[src/rtl/pkg_irrigacao.sv]
// Types shared between the rain sensor and the irrigation controller,
// plus the pulse-count classification rule.
package pkg_irrigacao;

   typedef enum logic [1:0] {
      NENHUMA = 2'd0,
      POUCA   = 2'd1,
      MUITA   = 2'd2,
      DILUVIO = 2'd3
   } chuva_t;

   typedef enum logic {
      OCIOSO  = 1'b0,
      MEDINDO = 1'b1
   } estado_t;

   function automatic chuva_t classifica(input int n,
                                         input int lim_pouca,
                                         input int lim_muita,
                                         input int lim_diluvio);
      if (n < lim_pouca)        return NENHUMA;
      else if (n < lim_muita)   return POUCA;
      else if (n < lim_diluvio) return MUITA;
      else                      return DILUVIO;
   endfunction

endpackage

[src/rtl/sincroniza_borda.sv]
// Two-flop synchronizer followed by a registered rising-edge detector.
// The edge flag rises three clocks after the input is first sampled high.
module sincroniza_borda (
   input  logic clk_2,
   input  logic reset,
   input  logic in,
   output logic borda
);

   logic sinc1_q, sinc2_q, ant_q, borda_q;

   always_ff @(posedge clk_2 or posedge reset) begin
      if (reset) begin
         sinc1_q <= 1'b0;
         sinc2_q <= 1'b0;
         ant_q   <= 1'b0;
         borda_q <= 1'b0;
      end else begin
         sinc1_q <= in;
         sinc2_q <= sinc1_q;
         ant_q   <= sinc2_q;
         borda_q <= sinc2_q & ~ant_q;
      end
   end

   assign borda = borda_q;

endmodule

[src/rtl/sensor_chuva.sv]
// Tipping-bucket rain gauge front end: counts gauge pulses over a window of
// JANELA clocks and publishes a 2-bit rain class with a 1-cycle valid strobe.
module sensor_chuva
   import pkg_irrigacao::*;
#(
   parameter int JANELA      = 16,
   parameter int CNT_BITS    = 5,
   parameter int LIM_POUCA   = 1,
   parameter int LIM_MUITA   = 3,
   parameter int LIM_DILUVIO = 6
) (
   input  logic                clk_2,
   input  logic                reset,
   input  logic                habilita,
   input  logic                pulso,
   output logic [1:0]          chuva,
   output logic                chuva_valida,
   output logic [CNT_BITS-1:0] pulsos_janela,
   output logic                saturado
);

   localparam int                 JW         = $clog2(JANELA);
   localparam logic [CNT_BITS-1:0] CNT_MAX   = '1;
   localparam logic [JW-1:0]      JANELA_FIM = JW'(JANELA - 1);

   estado_t             estado_q, estado_d;
   logic [JW-1:0]       janela_q, janela_d;
   logic [CNT_BITS-1:0] cnt_q, cnt_d, cnt_final;
   chuva_t              chuva_q, chuva_d;
   logic                valida_q, valida_d;
   logic                saturado_q, saturado_d;
   logic                borda;

   sincroniza_borda u_sinc (
      .clk_2 (clk_2),
      .reset (reset),
      .in    (pulso),
      .borda (borda)
   );

   // An edge arriving in the closing cycle still belongs to the closing window.
   always_comb begin
      cnt_final = cnt_q;
      if (borda && (cnt_q != CNT_MAX))
         cnt_final = cnt_q + 1'b1;
   end

   always_comb begin
      estado_d   = estado_q;
      janela_d   = janela_q;
      cnt_d      = cnt_q;
      chuva_d    = chuva_q;
      valida_d   = 1'b0;
      saturado_d = saturado_q;
      case (estado_q)
         OCIOSO: begin
            janela_d = '0;
            cnt_d    = '0;
            if (habilita)
               estado_d = MEDINDO;
         end
         MEDINDO: begin
            if (!habilita) begin
               estado_d = OCIOSO;
               janela_d = '0;
               cnt_d    = '0;
            end else if (janela_q == JANELA_FIM) begin
               chuva_d    = classifica(32'(cnt_final), LIM_POUCA, LIM_MUITA, LIM_DILUVIO);
               valida_d   = 1'b1;
               saturado_d = (cnt_final == CNT_MAX);
               janela_d   = '0;
               cnt_d      = '0;
            end else begin
               janela_d = janela_q + 1'b1;
               cnt_d    = cnt_final;
            end
         end
         default: estado_d = OCIOSO;
      endcase
   end

   always_ff @(posedge clk_2 or posedge reset) begin
      if (reset) begin
         estado_q   <= OCIOSO;
         janela_q   <= '0;
         cnt_q      <= '0;
         chuva_q    <= NENHUMA;
         valida_q   <= 1'b0;
         saturado_q <= 1'b0;
      end else begin
         estado_q   <= estado_d;
         janela_q   <= janela_d;
         cnt_q      <= cnt_d;
         chuva_q    <= chuva_d;
         valida_q   <= valida_d;
         saturado_q <= saturado_d;
      end
   end

   assign chuva         = chuva_q;
   assign chuva_valida  = valida_q;
   assign pulsos_janela = cnt_q;
   assign saturado      = saturado_q;

endmodule
[config.mk]
export PLATFORM = sky130hd
export DESIGN_NAME = sensor_chuva
export DESIGN_NICKNAME = d
export VERILOG_FILES = /design/src/rtl/pkg_irrigacao.sv /design/src/rtl/sincroniza_borda.sv /design/src/rtl/sensor_chuva.sv
export SDC_FILE = /design/constraint.sdc
export NUM_CORES = 1
export LEC_CHECK = 0
export ABC_AREA = 1
export CORE_UTILIZATION = 25
export CTS_CLUSTER_DIAMETER = 40
export CTS_CLUSTER_SIZE = 8
export DETAILED_ROUTE_END_ITERATION = 16
export GPL_TIMING_DRIVEN = 0
export HOLD_SLACK_MARGIN = 0.06
export SLEW_MARGIN = 30
export SYNTH_ARGS = -nofsm -noshare
export SYNTH_HDL_FRONTEND = slang
export SYNTH_HIERARCHICAL = 1
export SYNTH_SLANG_ARGS = --single-unit
[constraint.sdc]
create_clock -name clk_2 -period 3.5 [get_ports clk_2]
set_clock_uncertainty 0.15 [all_clocks]
set_input_delay 1.05 -clock clk_2 [delete_from_list [all_inputs] [get_ports clk_2]]
set_output_delay 1.05 -clock clk_2 [all_outputs]
set_load 0.05 [all_outputs]
==> reports/results.ini <==
[global_routing]
overflow=0
grt_first_pass_wirelength_um=2440
grt_pass1_vias=581
initial_antenna_violation_count=0
globalRouteTotalUtil_pct=9.36
grt_start_max_net_pins=15

[outcome]
status=finished, final reports clean

[timing]
setup-violations-final=0
final_critical_path_share_of_the_clock_period_pct=77.7
timing.max_slew.rel_slack_pct=65.4
max_slew.worst_pin.slew_ns=0.518
unrepaired_setup_endpoints_after_global_routing=no
max_clock_freq_ghz=0.368
worst_hold_slack_ns=0.204
tns_ns=0
final-max-slew-violation-count=0
finalHoldViolCount=0
timing.final.crit_period_ns=2.72

[clocking]
clock_tree.htree_level_count=1
clock_latency_ns=0.28
clock_sinks=18
cts_repair_resize_count=0
cts_bufs_inserted=3
post_cts_buffers=0
ctsHoldBuffers=0
clock-root-buffer=clkbuf_4
path_clk_slew_ns=0.09
clock_tree_from_tritoncts=done
cts_buffer_depth=2

[yosys]
synth-compound-area-share_pct=5.06
synth_area_leaders=dfrtp_1 55%, nand2_1 12%, inv_1 8.3%
synthDominantCellAreaShare_pct=55.2
synth_area_um2=816
synth_most_common_cell=nand2_1
synth-edff-count=0
synth-seq-area-share_pct=55.2
netlist.top_cell.by_area=dfrtp_1
synth_top_flop_cell=dfrtp_1
synth.ff_latch_count=18
synth.area.mux_share_pct=0
synthesis.instances=97
postSynthAreaPerCell_um2=8.41
synth_commonest_cells=25 x nand2_1, 18 x dfrtp_1, 18 x inv_1
largest_family_of_logic_cells_by_synthesized_area=simple AND/OR/NAND/NOR gates
yosys.area_share.xor_xnor_pct=0
yosys.area_share.adder_pct=4.60
async_flop_share_pct=100
synth_nets=104
synthDistinctLibCells=15
yosys_warnings=6
synth_simple_gate_area_share_pct=26.8

[die]
initial_utilization_pct=26.5
placement_rows=20
fp.dieH_um=59.1
io_pins=13
chipWidth_um=59.1
design.core.area_um2=3080
design.die.area_um2=3500

[worst_setup_path]
cp-end-kind=output port
crit_path_top_delay_cell=clkdlybuf4s50_1
slowest_delay_ns=0.83
worst_path_dominant_cell_family=buffers and inverters
worst_reg_to_reg_setup_slack_ns=1.51
cp_buf_inv_count=1
critical_path.reg2reg.endpoint=chuva[0]
crit_arrival_ns=1.52
reg2reg_from=pulsos_janela[0]
rr_worst_depth=10
timing.critical_path.cells=clkdlybuf4s50_1
critical_path_required_ns=2.30
start_kind=flip-flop
path_class=reg -> out
worstPathMaxFanout=4

[placed_design]
hpwlAfterDp_um=1100
dpl_cell_area_um2=991
port-buffer-count=12
place_inst=153
gpl.final_weighted_congestion=0.737

[final_layout]
largest_reg_flops=5
layout.area.seq_um2=450
fillers=321
syn_to_final_growth_pct=24.2
final_cell_area_um2=1010
multiInputGateArea_um2=298
finish.cell_count_without_fillers=156
net_count_of_the_finished_layout=121
antenna_cells=0
final_layout_size_suffix_gt1_share_pct=7.14

[routing]
viasPerCell=3.85
route.antenna.remaining_nets=0
detail_route.first_pass.iterations=4
vias=600
wl_um=1350
drc=0
drt_iter0_markers=7
wl_per_cell_um=8.67

[pwr]
total_power_mw=0.341
power_density_nw_per_um2=336
max_vdd_drop_mv=0.173
leakagePower_nw=0.498

[min_path]
hold_wc_startpoint=u_sinc/sinc1_q
worstHoldPathCells=0
hold_path_class=reg -> reg
hold_end=u_sinc/sinc2_q

[job]
max_cap_violations=0

## layout make-up
cell class                 instances  share of cell area [%]
clock buffer                       3                    2.22
sequential                        18                    44.4
tap                               44                    5.43
inverter                          18                    6.67
timing repair buffer              12                    11.9
multi-input combinational         61                    29.4
## logic make-up after synthesis
kind of cell | after synthesis
DFF | 18
AOI/OAI and AO/OA | 7
adders and majority gates | 3
and+or+nand+nor | 51
buffers and inverters | 18
## per-layer routing
| metal | part of all wire, % | vias to the layer above | global-route usage [%] |
|---|---|---|---|
| li1 | - | 323 | - |
| met5 | 0 | - | 0 |
| met4 | 0.81 | 0 | 5.10 |
| met2 | 48 | 7 | 15.1 |
| met3 | 3.3 | 2 | 1.31 |
| met1 | 48 | 268 | 12.1 |
## per-stage QoR
stage / worst slack [ns] / utilization (%)
after floorplan: 1.43 / -
after global placement: 1.06 / 32.2
after detailed placement: 1.03 / 32.2
after CTS: 0.760 / 32.9
after global routing: 0.720 / 32.9
final: 0.779 / 32.9
## layout by cell type (no fill, tap or decap), drive strengths merged
master         netlist  routed
clkbuf               0       3
a21oi                3       3
o21ai                3       3
dfrtp               18      18
inv                 18      18
nor2                17      17
ha                   3       3
nand3                5       5
o21a                 1       1
clkdlybuf4s50        0      12
nand3b               1       1
nand2               26      26
nor3                 2       2
## how the worst max path moves through the flow
stage	start	end	cells past startpoint
after floorplan	pulsos_janela[1]	chuva[0]	11
after global placement	habilita	janela_q[3]	6
after detailed placement	habilita	janela_q[3]	6
after CTS	pulsos_janela[0]	pulsos_janela[0]	1
after global routing	pulsos_janela[0]	pulsos_janela[0]	1
final	pulsos_janela[0]	pulsos_janela[0]	1
## power breakdown
| part | switching [mW] | internal, mW | leakage (nW) |
|---|---|---|---|
| sequential | 0.00320 | 0.213 | 0.239 |
| clock | 0.0543 | 0.0398 | 0.0138 |
| combinational | 0.0206 | 0.00997 | 0.245 |
| total | 0.0782 | 0.263 | 0.498 |
(Power assumes the default switching activity.)
==> RTL edit: new RTL, same settings <==
Register the output `pulsos_janela` once more, with the module's reset; this adds one clock of latency there. The other outputs are not delayed to match.
--- a/src/rtl/sensor_chuva.sv
+++ b/src/rtl/sensor_chuva.sv
@@ -101,3 +101,9 @@
    assign chuva_valida  = valida_q;
-   assign pulsos_janela = cnt_q;
+   always_ff @(posedge clk_2 or posedge reset) begin
+      if (reset) begin
+         pulsos_janela <= '0;
+      end else begin
+         pulsos_janela <= cnt_q;
+      end
+   end
    assign saturado      = saturado_q;
Function: changed (a bounded check fails within 10 cycles, from zero or initial values and one cycle with reset high).
==> RTL edit against the original RTL <==
  * Worst setup slack gained 0.10 ns
  * Final cell count grew 4.5%
  * Synthesized area grew 21%
  * Power grew 37%
  * Sequential cell count grew 5
  * Utilization shrank 0.33 points
  * Design area grew 20%
  * Die area grew 20%
  * Non-clock buffer count is the same
  * Wire length grew 17%
  * Largest cell class unchanged
==> RTL edit: results (changes against the original RTL) <==
----------------------------------------------------
[Pwr]
  Static Leakage ... 0.592 nW (+19%)
  Switching power ... 0.105 mW (+34%)
  Peak ir drop on the vdd network ... 0.127 mV (-27%)

[GRT]
  Global-route wire length before repair ... 2770 um (+14%)
  Initial antenna violation count ... 0 (unchanged)
  Pin count of the biggest net entering global routing ... 20 (+5)
  Number of global-route vias before repair ... 671 (+15%)
  GR Util All Layers ... 8.93% (-0.43 points)

[Route]
  Post-route ant nets ... 0 (unchanged)
  First DRT Iteration DRCs ... 23 (+16)
  Routed wire length per instance ... 9.69 um (+12%)
  Vias after detailed routing ... 654 (+9.0%)

[Clocking]
  CTS Root Buffer Type ... clkbuf_8
  Post-CTS sizing ... 0 (unchanged)
  Worst-skew pair later-pin latency ... 0.26 ns (-0.02 ns)
  CTS H-tree lvls ... 1 (unchanged)
  Maximum count of clock buffers along a single path ... 2 (unchanged)
  Clock slew at the register clock pins of the worst setup and hold paths ... ~0.08 ns
  Post-CTS setup repair buffer count ... 0 (unchanged)

[Worst setup path]
  Worst-path maximum fanout ... 2 (-2)
  WP data arrival ... 1.42 ns (-0.10 ns)
  Delay of the slowest cell on the worst path ... 0.80 ns (-0.03 ns)
  Critical path's slowest cell ... clkdlybuf4s50_1
  Top cell family by delay on the critical path ... buffers and inverters

[Cells and area]
  Final net count ... 123 (+1.7%)
  # diodes ... 0 (unchanged)
  Regs by FF count ... cnt_q (5), pulsos_janela (5), janela_q (4)
  Share of layout cells above drive strength 1 ... 19.1% (+12 points)

[Worst hold path]
  Classification of the worst-slack hold path ... reg2reg

[STA]
  Headroom to the max-slew limit ... 51.7% (-14 points)

[Placed design]
  Buffers on Ports ... 12 (unchanged)
  Routability-driven placement congestion ratio ... 0.794 (+7.7%)
  Post-DP HPWL ... 1190 um (+7.9%)

[Logic synthesis]
  Sequential share of the synthesized area ... 58.4% (+3.2 points)
  Async SR Flop Fraction ... 100% (unchanged)
  Leading post-synthesis cells by instance count ... 23 x dfrtp_1, 17 x nor2_1, 14 x nand2_1
  Top cells by area in the synthesized netlist ... dfrtp_1 58%, nor2_1 6.5%, nand2_1 5.3%, ha_1 3.8%, inv_1 3.8%
  Netlist cell types ... 22 (+7)
  Yosys synthesis warning count ... 6 (unchanged)
  Most instantiated flip-flop cell in the synthesis netlist ... dfrtp_1
  Syn_nets ... 106 (+1.9%)

[Status]
  Result of the run ... complete, no violations

----------------------------------------------------
## RTL edit: cell count changes in the layout (fill, tap and decap cells not counted), moves of 3 or more
cell	unedited run	this run
dfrtp_1	18	23
inv_1	18	10
clkbuf_8	0	3
nor2_1	14	17
nand2_1	25	14
inv_2	0	4
nand2_2	1	6
clkbuf_4	3	0
nand3_2	0	3
## RTL edit: path summary, 6_finish.rpt
kind,startpoint,slack (ns),cells past startpoint,endpoint
worst max-delay path,chuva[0],0.88,1,chuva[0]
worst min-delay path,u_sinc/sinc1_q,0.21,0,u_sinc/sinc2_q
worst max register to register,cnt_q[0],1.57,10,chuva[0]
worst min register to register,u_sinc/sinc1_q,0.21,0,u_sinc/sinc2_q
max in group asynchronous,reset,1.65,2,janela_q[0]
min in group asynchronous,reset,0.85,2,u_sinc/sinc2_q
## RTL edit: kinds of logic (layout without fill, tap and decap cells)
| kind of cell | count (synthesis) | after routing | synth area share [%] |
|---|---|---|---|
| compound gates | 8 | 8 | 5.46 |
| fa+ha+maj | 3 | 3 | 3.81 |
| buf+inv | 14 | 30 | 5.33 |
| flops | 23 | 23 | 58.4 |
| simple gates | 51 | 51 | 27.0 |
## RTL edit: through the flow
| step | cells | worst slack, ns | util [%] | area, um2 |
|---|---|---|---|---|
| final | 163 | 0.880 | 32.6 | 1210 |
| after global routing | 163 | 0.837 | 32.6 | 1210 |
| after CTS | 163 | 0.869 | 32.6 | 1210 |
| after floorplan | 99 | 1.69 | - | 986 |
| after detailed placement | 159 | 0.996 | 31.4 | 1170 |
| after global placement | 159 | 1.03 | 31.4 | 1170 |
## RTL edit: power groups by stage
| stage | sequential (mW) | clock, mW | combinational (mW) |
|---|---|---|---|
| finish | 0.275 | 0.163 | 0.0293 |
| floorplan | 0.282 | 0 | 0.0172 |
| global placement | 0.280 | 0 | 0.0290 |
| global route | 0.276 | 0.179 | 0.0331 |
| CTS | 0.275 | 0.170 | 0.0300 |
| detailed placement | 0.280 | 0 | 0.0298 |
## RTL edit: area by class of cell
type | instances | area (um2)
tap | 48 | 60.1
timing repair buffer | 12 | 120
multi-input combinational | 62 | 358
sequential | 23 | 576
clock buffer | 4 | 45.0
fill | 384 | 2500
inverter | 14 | 52.6
## RTL edit: per-layer routing
layer / global-route usage (%) / up-vias / share of wire [%]
met3: 2.11 / 5 / 3.6
met5: 0 / - / 0
li1: - / 339 / -
met1: 9.37 / 299 / 43
met2: 15.8 / 11 / 50
met4: 5.83 / 0 / 3.0
